File: src/rtl/bpio_cmd_sequencer_pkg.sv
// ---------------------------------------------------------------------------
// bpio_cmd_sequencer_pkg
// Shared definitions for the bus-pirate style command sequencer: opcode
// values, error codes, the sequencer state encoding and a helper that sizes
// the shared delay/timeout down-counter. The opcode and error-code values are
// also what the MCU register map exposes, so keep them in sync with it.
// ---------------------------------------------------------------------------
package bpio_cmd_sequencer_pkg;

  // Command opcodes, carried in cmd_data[15:8]
  localparam logic [7:0] OP_NOP   = 8'h00;
  localparam logic [7:0] OP_WRITE = 8'h01;
  localparam logic [7:0] OP_XFER  = 8'h02;
  localparam logic [7:0] OP_DELAY = 8'h03;

  // Values reported on err_code
  localparam logic [1:0] ERR_NONE        = 2'd0;
  localparam logic [1:0] ERR_BAD_OPCODE  = 2'd1;
  localparam logic [1:0] ERR_PE_TIMEOUT  = 2'd2;

  typedef enum logic [3:0] {
    ST_IDLE,
    ST_FETCH,
    ST_DECODE,
    ST_ISSUE,
    ST_WAIT,
    ST_PUSH,
    ST_DELAY,
    ST_DONE,
    ST_ERROR
  } seqState_t;

  // The down-counter has to hold both the longest DELAY load and the
  // peripheral timeout, so it is sized for whichever is larger.
  function automatic int timerWidth(input int prescale, input int timeout);
    int delayBits;
    int timeoutBits;
    delayBits   = $clog2(255 * prescale + 1);
    timeoutBits = $clog2(timeout + 1);
    return (delayBits > timeoutBits) ? delayBits : timeoutBits;
  endfunction

endpackage

File: src/rtl/bpio_seq_timer.sv
// ---------------------------------------------------------------------------
// bpio_seq_timer
// Loadable down-counter with a zero flag. The sequencer uses it both for
// DELAY commands and for the peripheral-done timeout; those never overlap.
// Ports:
//   clock        system clock
//   reset        synchronous, active-high reset (count -> 0)
//   i_load       load i_loadValue this cycle (has priority over decrement)
//   i_loadValue  value to load
//   i_decrement  count down by one; holds at zero instead of wrapping
//   o_zero       count is zero
// ---------------------------------------------------------------------------
module bpio_seq_timer #(
  parameter int WIDTH = 12
) (
  input  logic             clock,
  input  logic             reset,
  input  logic             i_load,
  input  logic [WIDTH-1:0] i_loadValue,
  input  logic             i_decrement,
  output logic             o_zero
);

  logic [WIDTH-1:0] r_count;

  // Load wins over decrement; the count parks at zero so a state that
  // lingers one cycle past expiry cannot wrap around to the maximum value.
  always_ff @(posedge clock) begin
    if (reset) begin
      r_count <= '0;
    end else if (i_load) begin
      r_count <= i_loadValue;
    end else if (i_decrement && (r_count != '0)) begin
      r_count <= r_count - WIDTH'(1);
    end
  end

  assign o_zero = (r_count == '0);

endmodule

File: src/rtl/bpio_cmd_sequencer.sv
// ---------------------------------------------------------------------------
// bpio_cmd_sequencer
// Pops 16-bit command words ({opcode, argument}) from the command FIFO and
// executes them against the byte-shift peripheral engine, pushing received
// bytes into the result FIFO.
// Ports:
//   clock, reset            single clock domain, synchronous active-high reset
//   run                     1 = fetch new commands, 0 = idle after current one
//   clear_err               clears err/err_code and leaves the ERROR state
//   cmd_nempty/cmd_pop      command FIFO handshake, cmd_data valid after pop
//   cmd_data[15:0]          [15:8] opcode, [7:0] argument
//   res_full/res_push       result FIFO handshake
//   res_data[7:0]           received byte, valid with res_push
//   pe_start/pe_tx[7:0]     start a byte shift; pe_tx held until pe_done
//   pe_done/pe_rx[7:0]      shift complete, pe_rx valid that cycle
//   idle                    sequencer is in IDLE
//   err/err_code[1:0]       sticky error flag and cause
//   cmd_count[15:0]         commands completed since reset (wraps)
// ---------------------------------------------------------------------------
module bpio_cmd_sequencer
  import bpio_cmd_sequencer_pkg::*;
#(
  parameter int DELAY_PRESCALE = 16,
  parameter int TIMEOUT        = 1023
) (
  input  logic        clock,
  input  logic        reset,
  input  logic        run,
  input  logic        clear_err,
  input  logic        cmd_nempty,
  output logic        cmd_pop,
  input  logic [15:0] cmd_data,
  input  logic        res_full,
  output logic        res_push,
  output logic [7:0]  res_data,
  output logic        pe_start,
  output logic [7:0]  pe_tx,
  input  logic        pe_done,
  input  logic [7:0]  pe_rx,
  output logic        idle,
  output logic        err,
  output logic [1:0]  err_code,
  output logic [15:0] cmd_count
);

  localparam int TW = timerWidth(DELAY_PRESCALE, TIMEOUT);

  seqState_t   r_state;
  logic [7:0]  r_op;
  logic [7:0]  r_arg;
  logic [7:0]  r_rx;
  logic        r_held;
  logic        r_cmdPop;
  logic        r_peStart;
  logic        r_resPush;
  logic        r_err;
  logic [1:0]  r_errCode;
  logic [15:0] r_cmdCount;

  logic [7:0]    w_op;
  logic [7:0]    w_arg;
  logic          w_tmrLoad;
  logic [TW-1:0] w_tmrLoadValue;
  logic          w_tmrDecrement;
  logic          w_tmrZero;

  // An XFER stalled on a full result FIFO keeps re-deciding from the copy
  // latched on its first DECODE cycle, so the FIFO read port is free to move.
  assign w_op  = r_held ? r_op  : cmd_data[15:8];
  assign w_arg = r_held ? r_arg : cmd_data[7:0];

  // Timer control. Loads are N-1 so that the owning state lasts exactly N
  // cycles and exits on the zero flag: DELAY for arg*DELAY_PRESCALE cycles,
  // WAIT for TIMEOUT cycles.
  always_comb begin
    w_tmrLoad      = 1'b0;
    w_tmrLoadValue = '0;
    w_tmrDecrement = 1'b0;
    if ((r_state == ST_DECODE) && (w_op == OP_DELAY) && (w_arg != 8'd0)) begin
      w_tmrLoad      = 1'b1;
      w_tmrLoadValue = TW'(w_arg) * TW'(DELAY_PRESCALE) - TW'(1);
    end else if (r_state == ST_ISSUE) begin
      w_tmrLoad      = 1'b1;
      w_tmrLoadValue = TW'(TIMEOUT - 1);
    end else if ((r_state == ST_WAIT) || (r_state == ST_DELAY)) begin
      w_tmrDecrement = 1'b1;
    end
  end

  bpio_seq_timer #(.WIDTH(TW)) u_timer (
    .clock       (clock),
    .reset       (reset),
    .i_load      (w_tmrLoad),
    .i_loadValue (w_tmrLoadValue),
    .i_decrement (w_tmrDecrement),
    .o_zero      (w_tmrZero)
  );

  // Main sequencer FSM. The strobes are registered: each one is raised on
  // the transition into the state that owns it, so it is high for exactly
  // that state's single cycle. Reset drops any strobe in flight and discards
  // a word already popped.
  always_ff @(posedge clock) begin
    if (reset) begin
      r_state    <= ST_IDLE;
      r_op       <= OP_NOP;
      r_arg      <= 8'd0;
      r_rx       <= 8'd0;
      r_held     <= 1'b0;
      r_cmdPop   <= 1'b0;
      r_peStart  <= 1'b0;
      r_resPush  <= 1'b0;
      r_err      <= 1'b0;
      r_errCode  <= ERR_NONE;
      r_cmdCount <= 16'd0;
    end else begin
      r_cmdPop  <= 1'b0;
      r_peStart <= 1'b0;
      r_resPush <= 1'b0;
      if (clear_err) begin
        r_err     <= 1'b0;
        r_errCode <= ERR_NONE;
      end
      case (r_state)
        ST_IDLE: begin
          if (run && cmd_nempty && !r_err) begin
            r_state  <= ST_FETCH;
            r_cmdPop <= 1'b1;
          end
        end
        ST_FETCH: r_state <= ST_DECODE;
        ST_DECODE: begin
          r_op   <= w_op;
          r_arg  <= w_arg;
          r_held <= (w_op == OP_XFER) && res_full;
          case (w_op)
            OP_NOP:   r_state <= ST_DONE;
            OP_WRITE: begin
              r_state   <= ST_ISSUE;
              r_peStart <= 1'b1;
            end
            OP_XFER: begin
              if (!res_full) begin
                r_state   <= ST_ISSUE;
                r_peStart <= 1'b1;
              end
            end
            OP_DELAY: r_state <= (w_arg == 8'd0) ? ST_DONE : ST_DELAY;
            default: begin
              r_state   <= ST_ERROR;
              r_err     <= 1'b1;
              r_errCode <= ERR_BAD_OPCODE;
            end
          endcase
        end
        ST_ISSUE: r_state <= ST_WAIT;
        ST_WAIT: begin
          if (pe_done) begin
            r_rx <= pe_rx;
            if (r_op == OP_XFER) begin
              r_state   <= ST_PUSH;
              r_resPush <= 1'b1;
            end else begin
              r_state <= ST_DONE;
            end
          end else if (w_tmrZero) begin
            r_state   <= ST_ERROR;
            r_err     <= 1'b1;
            r_errCode <= ERR_PE_TIMEOUT;
          end
        end
        ST_PUSH:  r_state <= ST_DONE;
        ST_DELAY: begin
          if (w_tmrZero) begin
            r_state <= ST_DONE;
          end
        end
        ST_DONE: begin
          r_cmdCount <= r_cmdCount + 16'd1;
          r_state    <= ST_IDLE;
        end
        ST_ERROR: begin
          if (clear_err) begin
            r_state <= ST_IDLE;
          end
        end
        default: r_state <= ST_IDLE;
      endcase
    end
  end

  assign cmd_pop   = r_cmdPop;
  assign pe_start  = r_peStart;
  assign pe_tx     = r_arg;
  assign res_push  = r_resPush;
  assign res_data  = r_rx;
  assign idle      = (r_state == ST_IDLE);
  assign err       = r_err;
  assign err_code  = r_errCode;
  assign cmd_count = r_cmdCount;

endmodule

File: config.mk
export PLATFORM = sky130hd
export DESIGN_NAME = bpio_cmd_sequencer
export DESIGN_NICKNAME = d
export VERILOG_FILES = /design/src/rtl/bpio_cmd_sequencer_pkg.sv /design/src/rtl/bpio_seq_timer.sv /design/src/rtl/bpio_cmd_sequencer.sv
export SDC_FILE = /design/constraint.sdc
export NUM_CORES = 1
export LEC_CHECK = 0
export CAP_MARGIN = 15
export CORE_MARGIN = 5
export CORE_UTILIZATION = 33
export DETAILED_ROUTE_END_ITERATION = 7
export HOLD_SLACK_MARGIN = 0.1
export PLACE_DENSITY_LB_ADDON = 0.25
export SLEW_MARGIN = 25
export SYNTH_ARGS = -nofsm -noshare
export SYNTH_HDL_FRONTEND = slang
export SYNTH_SLANG_ARGS = --single-unit
File: constraint.sdc
create_clock -name clock -period 2.04 [get_ports clock]
set_input_delay 0.306 -clock clock [delete_from_list [all_inputs] [get_ports clock]]
set_output_delay 0.306 -clock clock [all_outputs]
set_load 0.01 [all_outputs]
=== After elaboration in Yosys (flattened, before gate mapping) ===
Index checks and enable logic that the tools add are counted.

* $add $sub $neg: 3
* Equality and inequality tests: 17
* Mux-type cells: 35
* Bitwise operators: 4
* Reduce and logical (&&, ||, !) cells: 21

{| class="wikitable"
|+ Operator list
! kind !! count
|-
| 2-to-1 mux 12 bit || 3
|-
| case mux 4 bit (8 select lines) || 1
|-
| == test 8 x 2 -> 1 bit (second input constant) || 3
|-
| 2-to-1 mux 4 bit || 6
|-
| subtractor 12 x 1 -> 12 bit (second input constant) || 2
|-
| adder 16 x 1 -> 16 bit (second input constant) || 1
|-
| == test 4 x 3 -> 1 bit (second input constant) || 4
|-
| zero test 8 bit || 2
|-
| 2-to-1 mux 8 bit || 2
|-
| case mux 4 bit (4 select lines) || 1
|-
| 2-to-1 mux 1 bit || 13
|-
| zero test 12 bit || 1
|-
| nonzero test 12 bit || 1
|-
| 2-to-1 mux 10 bit || 1
|-
| 2-to-1 mux 2 bit || 5
|-
| == test 4 x 2 -> 1 bit (second input constant) || 2
|-
| == test 8 x 1 -> 1 bit (second input constant) || 1
|-
| nonzero test 8 bit || 1
|-
| logical AND 1 bit || 6
|-
| AND reduction 5 bit || 1
|-
| == test 4 x 1 -> 1 bit (second input constant) || 1
|-
| == test 4 bit (second input constant) || 1
|-
| zero test 4 bit || 1
|-
| != test 2 x 1 -> 1 bit (second input constant) || 2
|-
| other kinds (13) || 18
|}

* Bits in registers: 63
* Input bits: 31
* Output and inout port bits: 39

=== Logic depth before layout (Yosys ltp) ===
Gate-level depths: netlist of the first run.

* Word-level depth: 8
* Depth in mapped cells: 10
* Depth with buffers taken out: 7

=== Cells and area by module ===
Synthesis of the first run repeated with hierarchy kept, for this count alone.

* Cells, all modules: 404
* Area total of the unflattened synthesis: 3,348.2 sq um

{| class="wikitable"
|+ Modules (own cells, without submodules)
! module !! times used !! cells an instance !! area each (sq um) !! seq. area each (sq um)
|-
| bpio_cmd_sequencer || 1 || 314 || 2,595.0 || 1,021.0
|-
| bpio_seq_timer || 1 || 90 || 753.2 || 240.2
|}

=== Worst setup path before layout of the first run ===
OpenSTA, ideal clock, no wires.

* Path kind: reg-to-reg
* From: register r_held
* To: register u_timer.r_count[10]
* Arrival time: 2.115 ns
* Data required time: 1.924 ns
* Setup slack: -0.191 ns
* Cell stages (with the launch flop): 11
* Clock period less this slack: 2.231 ns
* Cells stage by stage: dfxtp_1 buf_2 buf_2 buf_2 mux2i_1 ha_1 a21bo_2 o211ai_2 buf_4 nand3_1 o211a_1

* Cells in the longest elaborated chain, start to end: 7

{| class="wikitable"
|+ Ends and longest elaborated chain
! what !! line !! RTL
|-
| from (decl) || bpio_cmd_sequencer.sv:52 || <nowiki>logic r_held;</nowiki>
|-
| from (signal assigned) || bpio_cmd_sequencer.sv:135 || <nowiki>r_held <= (w_op == OP_XFER) && res_full;</nowiki>
|-
| branches (longest 7 deep; another with subtractor 12 x 1 -> 12 bit) || n/a ||
|-
| to (signal assigned) || bpio_seq_timer.sv:32 || <nowiki>r_count <= i_loadValue;</nowiki>
|-
| to (signal assigned) || bpio_seq_timer.sv:34 || <nowiki>r_count <= r_count - WIDTH'(1);</nowiki>
|-
| to (decl) || bpio_seq_timer.sv:24 || <nowiki>logic [WIDTH-1:0] r_count;</nowiki>
|}

Several ways; the timed one is not identified.
A chain may end at the register's enable or synchronous reset.

=== Final worst setup path of the first run ===
* From: register r_held
* To: register u_timer.r_count[11]

Same word-level chain as after synthesis.

==> flow_metrics.env, run 1 <==
export IMPL_peakVddDrop_mv=0.401
export IMPL_multi_input_area_sq_um=1990
export IMPL_placedInstanceArea_sq_um=4450
export IMPL_worst_endpoint_arrival_ns=2.16
export IMPL_slew_violations=0
export IMPL_cp_start_kind="register"
export IMPL_synth_top_flop_cell="sky130_fd_sc_hd__dfxtp_1"
export IMPL_hp_start="reset"
export IMPL_post_dp_hpwl_mm=7.00
export IMPL_slew_limit_headroom=0.663
export IMPL_rrSetupSlack_ns=0.09
export IMPL_criticalPathCategory="register to register"
export IMPL_regToRegStartpoint="r_held"
export IMPL_post_route_period_util=0.955
export IMPL_die_area_sq_um=12100
export IMPL_synth_compound_area_frac=0.184
export IMPL_route_vias_total=3222
export IMPL_avgRoutedWirePerCell_um=14.2
export IMPL_number_of_synthesized_flops_with_an_enable_pin=0
export IMPL_synth_fp_nets=427
export IMPL_ys_async_sr_fraction=0
export IMPL_tritoncts="built"
export IMPL_grt_max_degree=22
export IMPL_grt_setup_unrepaired="false"
export IMPL_drt_iter0_markers=110
export IMPL_fmax_mhz=513
export IMPL_xor_and_xnor_area_share_after_synthesis=0.0742
export IMPL_max_cap_viol_count=0
export IMPL_cts_root_to_sink_buffers=2
export IMPL_final_seq_area_sq_um=1260
export IMPL_power_static_leakage_nw=1.77
export IMPL_yosys_warnings=0
export IMPL_final_min_clock_period_ns=1.95
export IMPL_area_growth_pct=42.9
export IMPL_synth_simple_gate_area_share=0.264
export IMPL_timing_rr_end="u_timer.r_count[11]"
export IMPL_place_port_buffers=69
export IMPL_critical_path_endpoint_type="register"
export IMPL_sw_frac_of_total=0.259
export IMPL_muxShareOfSynthArea=0.0375
export IMPL_num_antenna_cells=0
export IMPL_setup_viol=0
export IMPL_power_frac_clock=0.380
export IMPL_rows=36
export IMPL_n_fill_cell=951
export IMPL_cts_buffers_inserted=9
export IMPL_grt_first_pass_wirelength_mm=15.2
export IMPL_synth_adder_area_share=0.0152
export IMPL_pwr_density_cell_nw_per_um2=609
export IMPL_ff2ff_path_depth=7
export IMPL_final_hold_violation_count=0
export IMPL_postCtsSetupRepairBufs=0
export IMPL_die_width_um=110
export IMPL_cts_hold_repair_buffers=0
export IMPL_final_net_count=536
export IMPL_status="finished clean"
export IMPL_groute_usage_overall=0.155
export IMPL_clock_latency_ns=0.34
export IMPL_synth_ff_latch_count=63
export IMPL_seqPwrFrac=0.454
export IMPL_p_int_mw=2.13
export IMPL_viasPerCell=5.05
export IMPL_post_route_cell_area_sq_um=4720
export IMPL_min_path_type="primary input to register"
export IMPL_io_pin_count=70
export IMPL_whs_path_cells=2
export IMPL_gp_congestion=0.817
export IMPL_cp_data_required_time_ns=2.26
export IMPL_dpl_worst_slack_ns=-0.133
export IMPL_first_global_vias=3201
export IMPL_antenna_left=0
export IMPL_final_common_cell="sky130_fd_sc_hd__clkdlybuf4s50_1"
export IMPL_core_sq_um=9770
export IMPL_portion_of_total_power_attributed_to_combinational_logic=0.166
export IMPL_clock_sinks=63
export IMPL_final_cell_mix="sky130_fd_sc_hd__clkdlybuf4s50_1 (67), sky130_fd_sc_hd__dfxtp_1 (62), sky130_fd_sc_hd__buf_4 (53)"
export IMPL_cts_root_buf="sky130_fd_sc_hd__clkbuf_8"
export IMPL_die_y_um=110
export IMPL_dr_pass1_iters=4
export IMPL_drc=0
export IMPL_postSynthCellCount=392
export IMPL_start_util=0.338
export IMPL_critical_path_peak_fanout=6
export IMPL_totalPowerFinal_mw=2.88
export IMPL_synthDistinctLibCells=61
export IMPL_post_synth_cell_area_avg_sq_um=8.43
export IMPL_globalRoute_totalOverflow=0
export IMPL_number_of_antenna_violations_at_the_first_check_in_global_routing=0
export IMPL_p_switching_mw=0.746
export IMPL_path_clk_slew_ns=0.07
export IMPL_totalWireLength_mm=9.05
export IMPL_finClkSkew_ns=0.0116
export IMPL_worstMarginPinSlew_ns=0.505
export IMPL_clock_tree_htree_level_count=3
export IMPL_hold_end="pe_tx[4]"
export IMPL_seq_area_frac_synth=0.382
export IMPL_finalCoreUtilization=0.483
export IMPL_syn_area_sq_um=3300
export IMPL_drive_above_1_share=0.198
export IMPL_timing_final_ws_setup_ns=0.0910
export IMPL_synth_top_family_by_area="simple AND/OR/NAND/NOR gates"
==> power by group through the flow <==
stage	registers (mW)	clock network (mW)	logic [mW]
after global placement	1.33	0	0.462
after global routing	1.31	1.17	0.526
after floorplan	1.33	0	0.245
after detailed placement	1.33	0	0.468
final	1.31	1.09	0.478
after CTS	1.31	1.11	0.466
==> cells in the mapped netlist (3+ instances only) <==
| master | instances | area, sq um |
|---|---|---|
| sky130_fd_sc_hd__and3_1 | 7 | 43.8 |
| sky130_fd_sc_hd__mux2i_1 | 9 | 90.1 |
| sky130_fd_sc_hd__a21oi_1 | 29 | 145 |
| sky130_fd_sc_hd__nor3_2 | 3 | 30.0 |
| sky130_fd_sc_hd__buf_2 | 9 | 45.0 |
| sky130_fd_sc_hd__nand2_1 | 38 | 143 |
| sky130_fd_sc_hd__or3b_1 | 3 | 26.3 |
| sky130_fd_sc_hd__nand2b_1 | 3 | 18.8 |
| sky130_fd_sc_hd__nor2_1 | 40 | 150 |
| sky130_fd_sc_hd__xor2_1 | 19 | 166 |
| sky130_fd_sc_hd__o21ai_0 | 20 | 100 |
| sky130_fd_sc_hd__a31oi_1 | 5 | 31.3 |
| sky130_fd_sc_hd__a211oi_1 | 10 | 75.1 |
| sky130_fd_sc_hd__o31ai_1 | 5 | 37.5 |
| sky130_fd_sc_hd__nor4_1 | 9 | 56.3 |
| sky130_fd_sc_hd__nand4_1 | 9 | 56.3 |
| sky130_fd_sc_hd__nand3_1 | 16 | 80.1 |
| sky130_fd_sc_hd__or3_1 | 6 | 37.5 |
| sky130_fd_sc_hd__dfxtp_1 | 63 | 1260 |
| sky130_fd_sc_hd__ha_1 | 4 | 50.1 |
| sky130_fd_sc_hd__mux2_2 | 3 | 33.8 |
| sky130_fd_sc_hd__nor3_1 | 9 | 45.0 |
| sky130_fd_sc_hd__inv_1 | 7 | 26.3 |
| sky130_fd_sc_hd__xnor2_1 | 9 | 78.8 |
| sky130_fd_sc_hd__clkbuf_1 | 12 | 45.0 |
==> routing by layer <==
metal | track usage | share of wire
met1 | 0.199 | 0.45
met2 | 0.256 | 0.49
met3 | 0.0443 | 0.054
met4 | 0.0401 | 0.013
met5 | 0 | 0
==> per-stage QoR <==
step / hold WS, ns / setup TNS, ns / instances
6_report: 0.376 / 0 / 638
5_1_grt: 0.392 / 0 / 638
4_1_cts: 0.373 / 0 / 638
3_5_place_dp: 0.451 / -1.11 / 623
3_3_place_gp: 0.444 / -0.790 / 623
2_1_floorplan: 0.442 / 0 / 392
==> area by class of cell <==
class | count | share of cell area
Sequential cell | 63 | 0.267
Timing Repair Buffer | 122 | 0.229
Tap cell | 133 | 0.0353
Clock buffer | 11 | 0.0321
Multi-Input combinational cell | 298 | 0.421
Clock inverter | 4 | 0.00954
Inverter | 7 | 0.00557
==> critical path, cell delays in order, from the launching register on <==
cell and delay, ns:
sky130_fd_sc_hd__dfxtp_2 0.38, sky130_fd_sc_hd__buf_4 0.17, sky130_fd_sc_hd__or3_1 0.40, sky130_fd_sc_hd__buf_4 0.17, sky130_fd_sc_hd__a2111oi_4 0.34, sky130_fd_sc_hd__xnor2_1 0.16
sky130_fd_sc_hd__mux2i_1 0.09, sky130_fd_sc_hd__o2bb2ai_1 0.12
==> how the worst max path moves through the flow <==
stage / from / to / slack [ns]
finish: r_held / u_timer.r_count[11] / 0.09
global route: r_state[2] / u_timer.r_count[6] / 0.006
global placement: cmd_data[5] / u_timer.r_count[11] / -0.12
detailed placement: cmd_data[1] / u_timer.r_count[10] / -0.13
CTS: r_held / u_timer.r_count[11] / 0.05
floorplan: r_held / u_timer.r_count[10] / 0.0009
==> sequential cells by signal, indices dropped and copies added, names as in the netlist <==
name             cells
err                  1
cmd_pop              1
cmd_count           16
res_data             8
r_held               1
pe_tx                8
u_timer.r_count     12
err_code             2
r_op                 8
pe_start             1
r_state              4
res_push             1
==> kinds of logic after synthesis <==
kind of cell	Yosys count
AO/OA/AOI/OAI	92
buffers and inverters	31
adder cells (fa/ha/maj)	4
AND/OR/NAND/NOR	162
XOR/XNOR	28
multiplexers	12
flip-flops	63
==> timing repair <==
item	4_1_cts	5_1_grt
gates resized for setup	3	12
pin swaps	0	2
endpoints found under the setup margin	4	5
No activity file was read; power rests on OpenSTA's default activity.
==> run 2: changes to the inputs <==
Settings changed: SYNTH_HIERARCHICAL from default to 1.
==> flow_metrics.env, run 2 <==
export IMPL_status="finished, violations left"
export IMPL_violations_in_the_final_reports="negative setup slack"
export IMPL_num_antenna_cells=0
export IMPL_slew_violations=0
export IMPL_post_route_cell_area_sq_um=5300
export IMPL_final_cell_mix="sky130_fd_sc_hd__buf_4 (70), sky130_fd_sc_hd__clkdlybuf4s50_1 (67), sky130_fd_sc_hd__dfxtp_1 (58)"
export IMPL_finalCoreUtilization=0.540
export IMPL_worst_endpoint_arrival_ns=2.52
export IMPL_grt_util_met1=0.203
export IMPL_final_hold_violation_count=0
export IMPL_grt_use_met2=0.269
export IMPL_core_sq_um=9820
export IMPL_gp_congestion=0.878
export IMPL_seqPwrFrac=0.402
export IMPL_criticalPathCategory="register to register"
export IMPL_cp_start_kind="register"
export IMPL_grt_max_degree=35
export IMPL_clock_tree_htree_level_count=3
export IMPL_yosys_area_top_type_share=0.377
export IMPL_peakVddDrop_mv=0.449
export IMPL_groute_usage_overall=0.160
export IMPL_number_of_synthesized_flops_with_an_enable_pin=0
export IMPL_cts_buffers_inserted=9
export IMPL_syn_area_sq_um=3350
export IMPL_global_route_layer_with_the_greatest_usage="met2"
export IMPL_power_static_leakage_nw=1.98
export IMPL_synthDistinctLibCells=59
export IMPL_start_util=0.341
export IMPL_tritoncts="built"
export IMPL_drc=0
export IMPL_grt_first_pass_wirelength_mm=16.2
export IMPL_sw_frac_of_total=0.258
export IMPL_totalWireLength_mm=9.66
export IMPL_globalRouteMet3Util=0.0344
export IMPL_antenna_left=0
export IMPL_synth_top_cells_by_area="sky130_fd_sc_hd__dfxtp_1 (38%), sky130_fd_sc_hd__nor2_1 (6.1%), sky130_fd_sc_hd__mux2i_1 (6.0%)"
export IMPL_post_route_period_util=1.11
export IMPL_final_min_clock_period_ns=2.26
export IMPL_cp_data_required_time_ns=2.29
export IMPL_grt_setup_unrepaired="true"
export IMPL_cts_root_to_sink_buffers=2
export IMPL_setup_viol=14
export IMPL_synth_top_cells_by_count="sky130_fd_sc_hd__dfxtp_1 (63), sky130_fd_sc_hd__nor2_1 (54), sky130_fd_sc_hd__nand2_1 (33), sky130_fd_sc_hd__a21oi_1 (31), sky130_fd_sc_hd__mux2i_1 (20)"
export IMPL_min_path_type="primary input to register"
export IMPL_largest_register_ffs=16
export IMPL_postSynthCellCount=404
export IMPL_place_port_buffers=69
export IMPL_dr_pass1_iters=4
export IMPL_clock_sinks=63
export IMPL_viasPerCell=5.03
export IMPL_first_global_vias=3270
export IMPL_worstMarginPinSlew_ns=0.453
export IMPL_drt_iter0_markers=82
export IMPL_die_area_sq_um=12300
export IMPL_area_growth_pct=58.3
export IMPL_final_net_count=578
export IMPL_yosys_warnings=6
export IMPL_path_clk_slew_ns=0.07
export IMPL_globalRoute_totalOverflow=0
export IMPL_cts_hold_repair_buffers=0
export IMPL_p_int_mw=2.40
export IMPL_p_switching_mw=0.838
export IMPL_die_y_um=111
export IMPL_clock_latency_ns=0.34
export IMPL_synth_area_leader_cell="sky130_fd_sc_hd__dfxtp_1"
export IMPL_slew_limit_headroom=0.690
export IMPL_post_dp_hpwl_mm=7.13
export IMPL_ys_async_sr_fraction=0
export IMPL_rows=36
export IMPL_synth_fp_nets=439
export IMPL_portion_of_total_power_attributed_to_combinational_logic=0.189
export IMPL_drive_above_1_share=0.294
export IMPL_critical_path_peak_fanout=2
export IMPL_post_synth_cell_area_avg_sq_um=8.29
export IMPL_io_pin_count=70
export IMPL_pwr_density_cell_nw_per_um2=612
export IMPL_cts_root_buf="sky130_fd_sc_hd__clkbuf_8"
export IMPL_power_frac_clock=0.409
export IMPL_placedInstanceArea_sq_um=4710
export IMPL_synth_top_flop_cell="sky130_fd_sc_hd__dfxtp_1"
export IMPL_avgRoutedWirePerCell_um=14.2
export IMPL_route_vias_total=3426
export IMPL_timing_final_ws_setup_ns=-0.222
export IMPL_holdWs_ns=0.362
export IMPL_number_of_antenna_violations_at_the_first_check_in_global_routing=0
export IMPL_seq_area_frac_synth=0.377
export IMPL_critical_path_endpoint_type="register"
export IMPL_finClkSkew_ns=0.00798
export IMPL_die_width_um=111
export IMPL_synth_most_common_cell="sky130_fd_sc_hd__dfxtp_1"
export IMPL_fmax_mhz=442
export IMPL_final_common_cell="sky130_fd_sc_hd__buf_4"
export IMPL_max_cap_viol_count=0
export IMPL_synth_ff_latch_count=63
## run 2: cell count changes after synthesis, moves of 7 or more
cell,change
sky130_fd_sc_hd__mux2i_1,+11
sky130_fd_sc_hd__nand3_1,-9
sky130_fd_sc_hd__nor2_1,+14
sky130_fd_sc_hd__nor2b_1,+7
sky130_fd_sc_hd__o21ai_1,+7
sky130_fd_sc_hd__o21ai_0,-16
sky130_fd_sc_hd__xor2_1,-7
sky130_fd_sc_hd__nor3_1,+10
## run 2: power groups by stage
stage	Combinational (mW)	Clock, mW	Sequential, mW
4_1_cts	0.608	1.37	1.30
3_3_place_gp	0.545	0	1.32
3_5_place_dp	0.550	0	1.33
2_1_floorplan	0.277	0	1.33
6_report	0.614	1.33	1.30
5_1_grt	0.667	1.43	1.31
## run 2: logic make-up after synthesis
logic type                 Yosys count  synth area share
AOI/OAI and AO/OA                   79             0.152
xor gates and xnor gates            23            0.0602
adders and majority gates            4            0.0149
buffers and inverters               33            0.0430
DFF                                 63             0.377
muxes                               22            0.0665
and+or+nand+nor                    180             0.287
## run 2: per-stage QoR
step           setup TNS [ns]  instances  setup WS, ns  total power, mW
2_1_floorplan           -5.49        404        -0.482             1.60
3_3_place_gp            -5.83        655        -0.479             1.87
3_5_place_dp            -6.27        655        -0.600             1.88
4_1_cts                 -1.58        683        -0.210             3.27
5_1_grt                 -3.25        681        -0.333             3.41
6_report                -1.42        681        -0.222             3.24
## run 2: path summary, 6_finish.rpt
path / startpoint / end / slack, ns / cells past startpoint
setup / recovery: u_timer/r_count[1] / r_state[3] / -0.22 / 9
hold / removal: reset / cmd_count[14] / 0.36 / 2
setup reg to reg: u_timer/r_count[1] / r_state[3] / -0.22 / 9
hold reg to reg: res_data[6] / res_data[6] / 0.46 / 2
## run 2: cell type report
class	count	area (sq um)
well taps	133	166
inverters	10	55.1
repair buffers	151	1370
multi-input cells	308	2200
fillers	941	4520
flip-flops and latches	63	1270
clock inverters	6	109
clock buffers	10	128
## run 2: critical path, cell delays in order, from the launching register on
cell,delay (ns)
sky130_fd_sc_hd__dfxtp_2,0.33
sky130_fd_sc_hd__inv_2,0.07
sky130_fd_sc_hd__ha_4,0.12
sky130_fd_sc_hd__or4b_4,0.48
sky130_fd_sc_hd__nor3_4,0.23
sky130_fd_sc_hd__inv_2,0.05
sky130_fd_sc_hd__a32oi_2,0.21
sky130_fd_sc_hd__nor2_1,0.07
sky130_fd_sc_hd__or3_4,0.38
sky130_fd_sc_hd__a221oi_2,0.24
## run 2: layer usage
| layer | routed length, um | share of wire | vias up |
|---|---|---|---|
| li1 | - | - | 1734 |
| met1 | 4520 | 0.47 | 1618 |
| met2 | 4650 | 0.48 | 63 |
| met3 | 353 | 0.037 | 11 |
| met4 | 138 | 0.014 | 0 |
| met5 | 0 | 0 | - |
## run 2: what timing repair did
item	CTS	global route
cloned	1	0
setup buffers	11	1
pin swaps	16	3
resized for setup	45	23
setup endpoints to repair	15	16
endpoints found under the hold margin	0	0
